File: src/rtl/clkdiv_reset_seq.sv
// clkdiv_reset_seq
//
// Reset sequencer for the divide-by-4 CLKDIV wrapper and the OSER/IDES logic
// behind it. The sequencer waits for a stable PLL lock, holds CLKDIV RESETN low,
// releases it, waits for the divided clock to settle and then releases the
// SERDES reset. If lock is lost or a restart is requested, the whole sequence
// runs again. This keeps CLKDIV and the SERDES leaving reset in a fixed order.
//
// Optional feature macro: CLKDIV_SEQ_LOCK_FILTER_EN
//   When this macro is defined, lock loss in HOLD/SETTLE/RUN is declared only
//   after LOCK_FILTER consecutive low cycles of the synchronized lock.
//   When it is undefined, a single low cycle counts as lock loss.
//
// Ports:
//   hclkin        in   fast serial clock (same net as CLKDIV HCLKIN)
//   reset         in   synchronous, active-high reset
//   pll_lock      in   asynchronous PLL lock, passed through a 2-FF synchronizer
//   restart       in   single-cycle restart request, synchronous to hclkin
//   clkdiv_resetn out  CLKDIV RESETN
//   serdes_reset  out  active-high reset for the OSER/IDES logic
//   ready         out  sequence complete (RUN)
//   state         out  state code: 0 WAIT_LOCK, 1 HOLD, 2 SETTLE, 3 RUN
//   restarts      out  saturating count of lock-loss restarts
module clkdiv_reset_seq #(
  parameter int unsigned LOCK_WAIT   = 16,
  parameter int unsigned RESET_HOLD  = 8,
  parameter int unsigned SETTLE      = 32,
  parameter int unsigned LOCK_FILTER = 4
) (
  input  logic       hclkin,
  input  logic       reset,
  input  logic       pll_lock,
  input  logic       restart,
  output logic       clkdiv_resetn,
  output logic       serdes_reset,
  output logic       ready,
  output logic [1:0] state,
  output logic [7:0] restarts
);

  localparam int unsigned MAX_AB = (LOCK_WAIT > RESET_HOLD) ? LOCK_WAIT : RESET_HOLD;
  localparam int unsigned MAX_N  = (MAX_AB > SETTLE) ? MAX_AB : SETTLE;
  localparam int unsigned CW     = $clog2(MAX_N) + 1;

  localparam logic [CW-1:0] LW_LAST  = CW'(LOCK_WAIT - 1);
  localparam logic [CW-1:0] RH_LOAD  = CW'(RESET_HOLD - 1);
  localparam logic [CW-1:0] ST_LOAD  = CW'(SETTLE - 1);

  typedef enum logic [1:0] {
    ST_WAIT_LOCK = 2'd0,
    ST_HOLD      = 2'd1,
    ST_SETTLE    = 2'd2,
    ST_RUN       = 2'd3
  } state_t;

  state_t        state_q, state_d;
  logic [CW-1:0] cnt_q, cnt_d;
  logic [7:0]    restarts_q, restarts_d;
  logic          lock_meta_q, lock_s_q;
  logic          clkdiv_resetn_q, clkdiv_resetn_d;
  logic          serdes_reset_q, serdes_reset_d;
  logic          ready_q, ready_d;
  logic          lock_s;
  logic          in_active;
  logic          lock_lost;

  assign lock_s    = lock_s_q;
  assign in_active = (state_q != ST_WAIT_LOCK);

`ifdef CLKDIV_SEQ_LOCK_FILTER_EN
  localparam int unsigned FW      = $clog2(LOCK_FILTER) + 1;
  localparam logic [FW-1:0] FL_LAST = FW'(LOCK_FILTER - 1);

  logic [FW-1:0] filt_q, filt_d;

  // filt_q counts the low cycles that came before the current one. Lock loss
  // fires on the LOCK_FILTER-th consecutive low cycle.
  always_comb begin
    filt_d = filt_q;
    if (lock_s) begin
      filt_d = '0;
    end else if (filt_q != FL_LAST) begin
      filt_d = filt_q + 1'b1;
    end
  end

  always_ff @(posedge hclkin) begin
    if (reset) begin
      filt_q <= '0;
    end else begin
      filt_q <= filt_d;
    end
  end

  assign lock_lost = in_active && !lock_s && (filt_q == FL_LAST);
`else
  // A single low cycle counts as lock loss. LOCK_FILTER is legal (>=1) by
  // construction, so this term only keeps the parameter referenced here.
  assign lock_lost = in_active && !lock_s && (LOCK_FILTER != 0);
`endif

  // Next-state logic and next-output logic. In WAIT_LOCK, cnt counts up the
  // qualified lock cycles. In HOLD and SETTLE, cnt is loaded on entry and
  // counts down to zero.
  always_comb begin
    state_d    = state_q;
    cnt_d      = cnt_q;
    restarts_d = restarts_q;

    if (lock_lost) begin
      state_d = ST_WAIT_LOCK;
      cnt_d   = '0;
      if (restarts_q != 8'hFF) begin
        restarts_d = restarts_q + 8'd1;
      end
    end else if (restart) begin
      state_d = ST_WAIT_LOCK;
      cnt_d   = '0;
    end else begin
      case (state_q)
        ST_WAIT_LOCK: begin
          if (!lock_s) begin
            cnt_d = '0;
          end else if (cnt_q == LW_LAST) begin
            state_d = ST_HOLD;
            cnt_d   = RH_LOAD;
          end else begin
            cnt_d = cnt_q + 1'b1;
          end
        end
        ST_HOLD: begin
          if (cnt_q == '0) begin
            state_d = ST_SETTLE;
            cnt_d   = ST_LOAD;
          end else begin
            cnt_d = cnt_q - 1'b1;
          end
        end
        ST_SETTLE: begin
          if (cnt_q == '0) begin
            state_d = ST_RUN;
            cnt_d   = '0;
          end else begin
            cnt_d = cnt_q - 1'b1;
          end
        end
        default: begin
          cnt_d = '0;
        end
      endcase
    end

    // The outputs are decoded from the next state. They change on the same
    // edge as the state transition.
    clkdiv_resetn_d = (state_d == ST_SETTLE) || (state_d == ST_RUN);
    serdes_reset_d  = (state_d != ST_RUN);
    ready_d         = (state_d == ST_RUN);
  end

  always_ff @(posedge hclkin) begin
    if (reset) begin
      state_q         <= ST_WAIT_LOCK;
      cnt_q           <= '0;
      restarts_q      <= '0;
      lock_meta_q     <= 1'b0;
      lock_s_q        <= 1'b0;
      clkdiv_resetn_q <= 1'b0;
      serdes_reset_q  <= 1'b1;
      ready_q         <= 1'b0;
    end else begin
      state_q         <= state_d;
      cnt_q           <= cnt_d;
      restarts_q      <= restarts_d;
      lock_meta_q     <= pll_lock;
      lock_s_q        <= lock_meta_q;
      clkdiv_resetn_q <= clkdiv_resetn_d;
      serdes_reset_q  <= serdes_reset_d;
      ready_q         <= ready_d;
    end
  end

  assign clkdiv_resetn = clkdiv_resetn_q;
  assign serdes_reset  = serdes_reset_q;
  assign ready         = ready_q;
  assign state         = state_q;
  assign restarts      = restarts_q;

endmodule

File: config.mk
export PLATFORM = sky130hd
export DESIGN_NAME = clkdiv_reset_seq
export DESIGN_NICKNAME = d
export VERILOG_FILES = /design/src/rtl/clkdiv_reset_seq.sv
export SDC_FILE = /design/constraint.sdc
export NUM_CORES = 1
export LEC_CHECK = 0
export BUFFER_PORTS_ARGS = -buffer_cell sky130_fd_sc_hd__buf_2
export CELL_PAD_IN_SITES_DETAIL_PLACEMENT = 1
export CELL_PAD_IN_SITES_GLOBAL_PLACEMENT = 1
export CORE_UTILIZATION = 40
export CTS_BUF_LIST = sky130_fd_sc_hd__clkbuf_16
export DETAILED_ROUTE_END_ITERATION = 12
export PLACE_DENSITY = 0.79
export SETUP_SLACK_MARGIN = 0.05
export SLEW_MARGIN = 40
export SYNTH_ARGS = -nofsm -noshare
export SYNTH_HDL_FRONTEND = slang
export SYNTH_SLANG_ARGS = --single-unit
File: constraint.sdc
create_clock -name hclkin -period 1.81 [get_ports hclkin]
set_input_delay 0.362 -clock hclkin [delete_from_list [all_inputs] [get_ports hclkin]]
set_output_delay 0.362 -clock hclkin [all_outputs]
set_load 0.005 [all_outputs]
* Yosys cells after proc, flatten, opt, wreduce, memory -nomap -nowiden
Cells that the tools add are included.
** Storage, ports and cells
- Output and inout bits :: 13
- Register bits :: 21
- Logic and storage cells :: 38
- Input bits :: 4
** Operators by class
- Reduce and logical (&&, ||, !) cells :: 8
- Eq/ne operators :: 7
- Add/subtract/negate cells :: 3
- Mux-type cells :: 12
** Operator list (count)
- 6-bit 2-to-1 mux :: 4
- 6-bit one-hot mux with 3 select lines :: 1
- 2-bit 2-to-1 mux :: 6
- 8-bit by 1-bit adder with 8-bit output (second input constant) :: 1
- 8-bit != test (second input constant) :: 1
- 6-bit by 1-bit adder with 6-bit output (second input constant) :: 1
- 2-bit equality test (second input constant) :: 3
- 6-bit by 4-bit equality test with 1-bit output (second input constant) :: 1
- 6-bit zero test :: 1
- 2-bit one-hot mux with 3 select lines :: 1
- 6-bit by 1-bit subtractor with 6-bit output (second input constant) :: 1
- 3-bit OR reduction :: 1
- 2-bit by 1-bit equality test with 1-bit output (second input constant) :: 1
- 2-bit zero test :: 1
- 2-bit != test (second input constant) :: 1
- 2-bit AND reduction :: 1
- 2-bit nonzero test :: 1
- 1-bit logical AND :: 1
- 1-bit zero test :: 1
- 1-bit logical OR :: 1

* Logic depth before layout (Yosys ltp)
Gate-level depths: netlist of the first run.
- Word-level depth :: 8
- Depth in mapped cells :: 6
- Depth with buffers taken out :: 6

* Worst setup path after synthesis of the first run
No wires, ideal clock.
- Path kind :: reg2reg
- Start :: register restarts_q[0], in the netlist restarts[0]
- End :: register restarts_q[4], in the netlist restarts[4]
- Setup slack :: 0.211 ns
- Library setup time :: 0.127 ns
- Arrival time :: 1.472 ns
- Required time :: 1.683 ns
- Path buffers :: 0
- Period minus slack after synthesis :: 1.599 ns
- Cell stages (with the launch flop) :: 6
- Cell sequence :: dfxtp_1 -> ha_1 -> and4_1 -> a2111oi_0 -> xnor2_1 -> nor2_1
** Between the ends
- Word-level cells in the longest chain between the ends :: 2
- Elaborated cells on any way between the ends :: 3
- Classes of those cells :: add/sub: 1; eq/ne: 1; reduce/logical: 1
** RTL lines
- start, declared :: RTL line 58 : logic [7:0] restarts_q, restarts_d;
- start signal, assigned :: RTL line 173 : restarts_q <= restarts_d;
- parallel branches: the longest is 2 deep, another holds 8-bit by 1-bit adder with 8-bit output
Parallel ways; which one is timed is not known.
A chain may end at the register's enable or synchronous reset.

* Worst setup path after layout of the first run
- Start :: register cnt_q[1]
- End :: register cnt_q[4]
** Between the ends
- Word-level cells in the longest chain between the ends :: 4
- Elaborated cells on any way between the ends :: 9
- Classes of those cells :: add/sub: 2; eq/ne: 1; mux: 5; reduce/logical: 1
** RTL lines
- start, declared :: RTL line 57 : logic [CW-1:0] cnt_q, cnt_d;
- start signal, assigned :: RTL line 172 : cnt_q <= cnt_d;
- 6-bit by 1-bit adder with 6-bit output or 6-bit by 4-bit equality test with 1-bit output (tied branches) :: RTL line 128, 124
- 6-bit 2-to-1 mux :: RTL line 124 : end else if (cnt_q == LW_LAST) begin
- 6-bit 2-to-1 mux :: RTL line 122 : if (!lock_s) begin
- 6-bit one-hot mux with 3 select lines * :: RTL line 120 : case (state_q)
Every way passes the cells marked *; elsewhere a longest branch is shown, timed or not.

==> impl_metrics.py, run 1 <==
metrics = {
    "setup_path": {
        "reg2reg_setup_slack_ps": 160,
        "path_cells": "ha_1 -> nand3_1 -> or3b_2 -> a21oi_1 -> o31a_1",
        "worstPathArrival_ps": 1850,
        "reg2reg_to": "cnt_q[4]$_SDFF_PP0_",
        "cp-end-kind": "flip-flop",
        "reg2reg_depth": 5,
        "cp.required_ps": 2010,
        "critPathMaxFanout": 5,
        "crit_path_start_kind": "flip-flop",
        "critPathMaxStageDelay_ps": 490,
        "crit_type": "flip-flop to flip-flop",
        "critPathLaunch": "cnt_q[1]$_SDFF_PP0_",
        "cp_slowest_cell": "or3b_2",
        "rr_startpoint": "cnt_q[1]$_SDFF_PP0_",
        "cp-endpoint": "cnt_q[4]$_SDFF_PP0_",
    },
    "grt": {
        "grt_antenna_before_repair": 0,
        "grt_max_degree": 12,
        "grt_pass1_vias": 1170,
        "grt.total_usage": 0.221,
        "overflow": 0,
        "grt_pass1_wl_um": 5490,
    },
    "power_and_ir_drop": {
        "irDropWorstVdd_mv": 0.766,
        "p_seq_frac": 0.490,
        "p_sw_frac": 0.194,
        "comb_power_share": 0.026,
        "p_leak_nw": 0.551,
        "power_frac_clock": 0.484,
        "p_switching_w": 0.000186,
        "internal_power_w": 0.000770,
        "powerDensity_nw_per_um2": 678,
    },
    "clocking": {
        "post_cts_buffers": 0,
        "postCtsHoldBufs": 0,
        "clock_latency_ps": 250,
        "clockBufferDepth": 2,
        "ctsResizeCount": 0,
        "cts.clk_slew.worst_paths_ps": 60,
        "clock_sinks": 21,
        "cts-buffers-inserted": 3,
        "htree_levels": 1,
        "clockRootBuffer": "clkbuf_16",
        "cts_tree": "built",
    },
    "logic_synthesis": {
        "netlist_instances": 139,
        "synth_cell_types": 47,
        "synth_nets": 147,
        "synth_warnings": 0,
        "synth_edf_count": 0,
        "async_flop_share": 0,
        "yosys_most_used_dff": "dfxtp_1",
        "yosys_register_bits": 21,
        "ys_seq_area_frac": 0.358,
        "syn_area_um2": 1170,
        "synth.avg_cell_area_um2": 8.44,
    },
    "finish": {
        "multi_input_area_um2": 697,
        "fillers": 347,
        "final_nets": 167,
        "diodes": 0,
        "finalNonFillerCells": 189,
        "drive_gt1_frac": 0.234,
        "syn2layout_area_growth_pct": 20.1,
        "regArea_um2": 422,
    },
    "sta": {
        "slew_headroom": 0.765,
        "rsz0062_at_grt": "no",
        "setup_viol": 0,
        "hold_violations": 0,
        "fin_worst_skew_ps": 1.19,
        "fmaxAchievable_mhz": 605,
        "tns_ps": 0,
        "worst_slew_pin_slew_ps": 350,
        "timing.final.crit_period_ps": 1650,
        "drv_slew": 0,
        "fin_crit_sh": 0.913,
    },
    "floorplanning": {
        "dieWidth_um": 56.2,
        "die-area_um2": 3150,
        "start_util": 0.426,
        "ios": 17,
        "die_h_um": 56.2,
        "fp.coreArea_um2": 2760,
        "rows": 19,
    },
    "place": {
        "hpwlAfterDp_um": 2310,
        "port-buffer-count": 16,
        "dp_cells": 185,
        "gp_congestion": 0.828,
    },
    "routing": {
        "routed_wirelength_um": 3230,
        "drtPass1Iterations": 4,
        "avgRoutedWirePerCell_um": 17.1,
        "ant_nets": 0,
        "drc": 0,
        "vias": 1091,
        "initialDrtViolationCount": 23,
        "avgViaCountPerCell": 5.77,
    },
    "run": {
        "max-cap-violations": 0,
    },
    "outcome": {
        "outcome": "complete, no violations",
    },
    "min_path": {
        "min_path_type": "primary input to flip-flop",
    },
}
sequential cells by signal (all words and copies together), names as in the netlist:
name,count
lock_meta_q,1
clkdiv_resetn,1
state,2
cnt_q,6
restarts,8
lock_s,1
serdes_reset,1
ready,1
final cells by class:
class / instances / area share
Clock inverter: 1 / 0.00266
Sequential cell: 21 / 0.299
Multi-Input combinational cell: 100 / 0.494
Inverter: 9 / 0.0240
Clock buffer: 3 / 0.0532
Tap cell: 31 / 0.0275
Timing Repair Buffer: 24 / 0.0994
critical path, delay by kind of cell (launching register included):
family / cells / cell delay [ps]
AO/OA/AOI/OAI: 2 / 310
adder cells (fa/ha/maj): 1 / 230
flip-flops: 1 / 420
AND/OR/NAND/NOR: 2 / 620
synth_stat cells, types with 2 or more instances:
cell | count | area, um^2
and4_1 | 2 | 17.5
ha_1 | 4 | 50.1
o2111ai_1 | 2 | 17.5
xor2_1 | 2 | 17.5
o21ai_0 | 2 | 10.0
nor2_1 | 11 | 41.3
nor2b_1 | 2 | 12.5
nand2b_1 | 2 | 12.5
xnor2_1 | 5 | 43.8
buf_2 | 3 | 15.0
clkbuf_1 | 5 | 18.8
or3_1 | 2 | 12.5
o31a_1 | 3 | 26.3
a21oi_1 | 11 | 55.1
nand4_1 | 3 | 18.8
a31oi_1 | 2 | 12.5
and2_1 | 3 | 18.8
dfxtp_1 | 21 | 420
a22oi_1 | 2 | 15.0
nand3_1 | 3 | 15.0
nand2_1 | 7 | 26.3
a21boi_0 | 3 | 22.5
inv_1 | 9 | 33.8
nor3_1 | 7 | 35.0
how the worst min path moves through the flow:
stage,start,endpoint,slack (ps),cells after the start
2_1_floorplan,lock_meta_q$_SDFF_PP0_,lock_s$_SDFF_PP0_,410,1
3_3_place_gp,lock_meta_q$_SDFF_PP0_,lock_s$_SDFF_PP0_,420,1
3_5_place_dp,lock_meta_q$_SDFF_PP0_,lock_s$_SDFF_PP0_,430,1
4_1_cts,pll_lock,lock_meta_q$_SDFF_PP0_,340,2
5_1_grt,pll_lock,lock_meta_q$_SDFF_PP0_,350,2
6_report,pll_lock,lock_meta_q$_SDFF_PP0_,340,2
cell usage in the layout (no fill, tap or decap), types with 2 or more instances in the layout:
master      n
xnor2_1     5
buf_2      16
a21boi_0    2
nand2b_1    2
and4_1      2
and2_1      3
nor2b_1     2
a22oi_1     2
inv_1      10
nand2_1     7
o2111ai_1   2
a21oi_1    11
ha_1        4
o31a_1      3
xor2_1      2
o21ai_0     2
a31oi_1     2
buf_4       8
nand3_1     3
nand4_1     3
or3_1       2
nor2_1     11
dfxtp_1    20
nor3_1      6
clkbuf_16   3
power by group through the flow:
stage / registers [W] / clock network [W] / logic (W)
after floorplan: 0.000476 / 0 / 0.0000180
after global placement: 0.000478 / 0 / 0.0000238
after detailed placement: 0.000478 / 0 / 0.0000246
after CTS: 0.000468 / 0.000469 / 0.0000250
after global routing: 0.000468 / 0.000487 / 0.0000273
final: 0.000468 / 0.000463 / 0.0000251
cells by family after synthesis:
group | count (synthesis) | synth area share
simple gates | 49 | 0.225
compound gates | 38 | 0.238
flops | 21 | 0.358
buf+inv | 18 | 0.0672
xor+xnor | 7 | 0.0522
fa+ha+maj | 5 | 0.0512
mux | 1 | 0.00853
layer usage:
| metal | vias up | share of wire | track usage |
|---|---|---|---|
| li1 | 541 | - | - |
| met1 | 524 | 0.44 | 0.269 |
| met2 | 20 | 0.51 | 0.389 |
| met3 | 6 | 0.030 | 0.0372 |
| met4 | 0 | 0.015 | 0.0767 |
| met5 | - | 0 | 0 |
stage by stage:
stage	area, um^2	hold slack, ps	utilization	worst slack, ps	power, W
global route	1410	348	0.511	29.0	0.000983
CTS	1390	342	0.503	57.7	0.000962
floorplan	1170	414	-	211	0.000494
global placement	1310	422	0.474	181	0.000502
detailed placement	1310	434	0.474	87.9	0.000503
finish	1410	335	0.511	158	0.000956
No activity file was read; power rests on OpenSTA's default activity.
==> inputs of run 2 (changes only) <==
--- a/config.mk
+++ b/config.mk
@@ -8,10 +8,10 @@
 export BUFFER_PORTS_ARGS = -buffer_cell sky130_fd_sc_hd__buf_2
 export CELL_PAD_IN_SITES_DETAIL_PLACEMENT = 1
 export CELL_PAD_IN_SITES_GLOBAL_PLACEMENT = 1
-export CORE_UTILIZATION = 40
+export CORE_UTILIZATION = 30
 export CTS_BUF_LIST = sky130_fd_sc_hd__clkbuf_16
 export DETAILED_ROUTE_END_ITERATION = 12
-export PLACE_DENSITY = 0.79
+export PLACE_DENSITY = 0.63
 export SETUP_SLACK_MARGIN = 0.05
 export SLEW_MARGIN = 40
 export SYNTH_ARGS = -nofsm -noshare
==> run 2 against run 1 <==
  * Final area is essentially flat
  * Sequential power is essentially flat
  * Critical path depth is the same
  * Sequential share of layout area about the same
  * Clock skew about the same
  * Core utilization decreased by 13 points
  * Via count shrank 1.0%
  * Global-route usage is 5.9 points lower
  * Combinational power down 3%
  * Critical path type unchanged
  * Largest power group is now clock
==> impl_metrics.py, run 2 (synthesis results as in run 1) <==
metrics = {
    "routing": {
        "drtPass1Iterations": 4,
        "initialDrtViolationCount": 17,
        "routed_wirelength_um": 3060,
        "ant_nets": 0,
        "drc": 0,
        "avgRoutedWirePerCell_um": 14.9,
        "vias": 1080,
        "avgViaCountPerCell": 5.27,
    },
    "clocking": {
        "clock_sinks": 21,
        "cts.clk_slew.worst_paths_ps": 60,
        "clockRootBuffer": "clkbuf_16",
        "clock_latency_ps": 260,
        "post_cts_buffers": 0,
        "cts-buffers-inserted": 3,
        "htree_levels": 1,
        "cts_tree": "built",
        "ctsResizeCount": 0,
        "postCtsHoldBufs": 0,
        "clockBufferDepth": 2,
    },
    "run": {
        "max-cap-violations": 0,
    },
    "sta": {
        "rsz0062_at_grt": "no",
        "drv_slew": 0,
        "setup_slack_ps": 146,
        "fin_crit_sh": 0.919,
        "timing.final.crit_period_ps": 1660,
        "slew_headroom": 0.725,
        "hold_violations": 0,
        "worst_slew_pin_slew_ps": 411,
        "fin_worst_skew_ps": 1.42,
        "tns_ps": 0,
        "setup_viol": 0,
        "fmaxAchievable_mhz": 601,
    },
    "finish": {
        "final_common_cell": "dfxtp_1",
        "final_nets": 166,
        "diodes": 0,
        "regArea_um2": 422,
        "mostFrequentLayoutCells": "dfxtp_1, buf_2, nor2_1, a21oi_1, inv_1",
        "fin_util": 0.380,
        "multi_input_area_um2": 681,
        "drive_gt1_frac": 0.217,
        "syn2layout_area_growth_pct": 20.3,
        "fillers": 451,
        "largest_reg_flops": 8,
    },
    "setup_path": {
        "cp_slowest_cell": "a2111oi_1",
        "crit_path_start_kind": "flip-flop",
        "crit_type": "flip-flop to flip-flop",
        "critPathMaxStageDelay_ps": 460,
        "cp-end-kind": "flip-flop",
        "path_cells": "ha_1 -> and4_1 -> a2111oi_1 -> xnor2_1 -> nor2_1",
        "worstPathArrival_ps": 1810,
        "cp.required_ps": 1960,
        "critPathMaxFanout": 6,
        "reg2reg_depth": 5,
    },
    "power_and_ir_drop": {
        "p_switching_w": 0.000205,
        "comb_power_share": 0.025,
        "p_seq_frac": 0.478,
        "p_leak_nw": 0.534,
        "internal_power_w": 0.000774,
        "power_frac_clock": 0.497,
        "irDropWorstVdd_mv": 0.536,
        "powerDensity_nw_per_um2": 694,
        "p_total_w": 0.000979,
        "p_sw_frac": 0.209,
    },
    "grt": {
        "overflow": 0,
        "grt_max_degree": 14,
        "grt_pass1_vias": 1092,
        "grt.total_usage": 0.161,
        "grt_antenna_before_repair": 0,
        "grt_pass1_wl_um": 5140,
    },
    "floorplanning": {
        "ios": 17,
        "fp.coreArea_um2": 3720,
        "die_h_um": 64.5,
        "dieWidth_um": 64.5,
        "die-area_um2": 4170,
        "start_util": 0.316,
        "rows": 22,
    },
    "place": {
        "hpwlAfterDp_um": 2260,
        "port-buffer-count": 16,
        "place_ws_ps": 75.4,
        "gp_congestion": 0.899,
    },
    "min_path": {
        "whs_path_depth": 2,
        "min_path_type": "primary input to flip-flop",
    },
    "outcome": {
        "outcome": "complete, no violations",
    },
}
run 2: changes by cell type in the layout (fill, tap and decap cells not counted), sizes merged:
cell,previous run,this run
clkinvlp,0,1
inv,10,9
buf,24,23
run 2: path summary, 6_finish.rpt:
path	start	end	slack, ps
max	restarts[0]$_SDFFE_PP0P_	restarts[4]$_SDFFE_PP0P_	150
min	pll_lock	lock_meta_q$_SDFF_PP0_	310
max reg2reg	restarts[0]$_SDFFE_PP0P_	restarts[4]$_SDFFE_PP0P_	150
min reg2reg	lock_meta_q$_SDFF_PP0_	lock_s$_SDFF_PP0_	450
run 2: routing by layer:
| layer | vias up | track usage | part of all wire | wire (um) |
|---|---|---|---|---|
| met4 | 0 | 0.0750 | 0.021 | 63 |
| met3 | 6 | 0.0282 | 0.029 | 89 |
| met5 | - | 0 | 0 | 0 |
| li1 | 539 | - | - | - |
| met1 | 519 | 0.199 | 0.47 | 1450 |
| met2 | 16 | 0.270 | 0.48 | 1460 |
run 2: critical path, delay by kind of cell (launching register included):
kind	cells	cell delay [ps]
AO/OA/AOI/OAI	1	460
XOR/XNOR	1	170
adder cells (fa/ha/maj)	1	270
flip-flops	1	340
AND/OR/NAND/NOR	2	300
run 2: cell type report:
cell class	count	area share
clock buffers	3	0.0532
clock inverters	1	0.00532
inverters	9	0.0239
multi-input cells	100	0.482
flip-flops and latches	21	0.299
well taps	48	0.0426
repair buffers	23	0.0940
run 2: per-stage QoR:
stage,instances,hold WS (ps),instance area (um^2)
floorplan,139,414,1170
global placement,201,426,1320
detailed placement,201,446,1320
CTS,205,306,1400
global route,205,327,1410
finish,205,309,1410
run 2: power groups by stage:
stage	clock (W)	sequential [W]	combinational [W]
after floorplan	0	0.000476	0.0000180
after global placement	0	0.000478	0.0000241
after detailed placement	0	0.000478	0.0000245
after CTS	0.000503	0.000468	0.0000247
after global routing	0.000521	0.000468	0.0000271
final	0.000487	0.000468	0.0000243
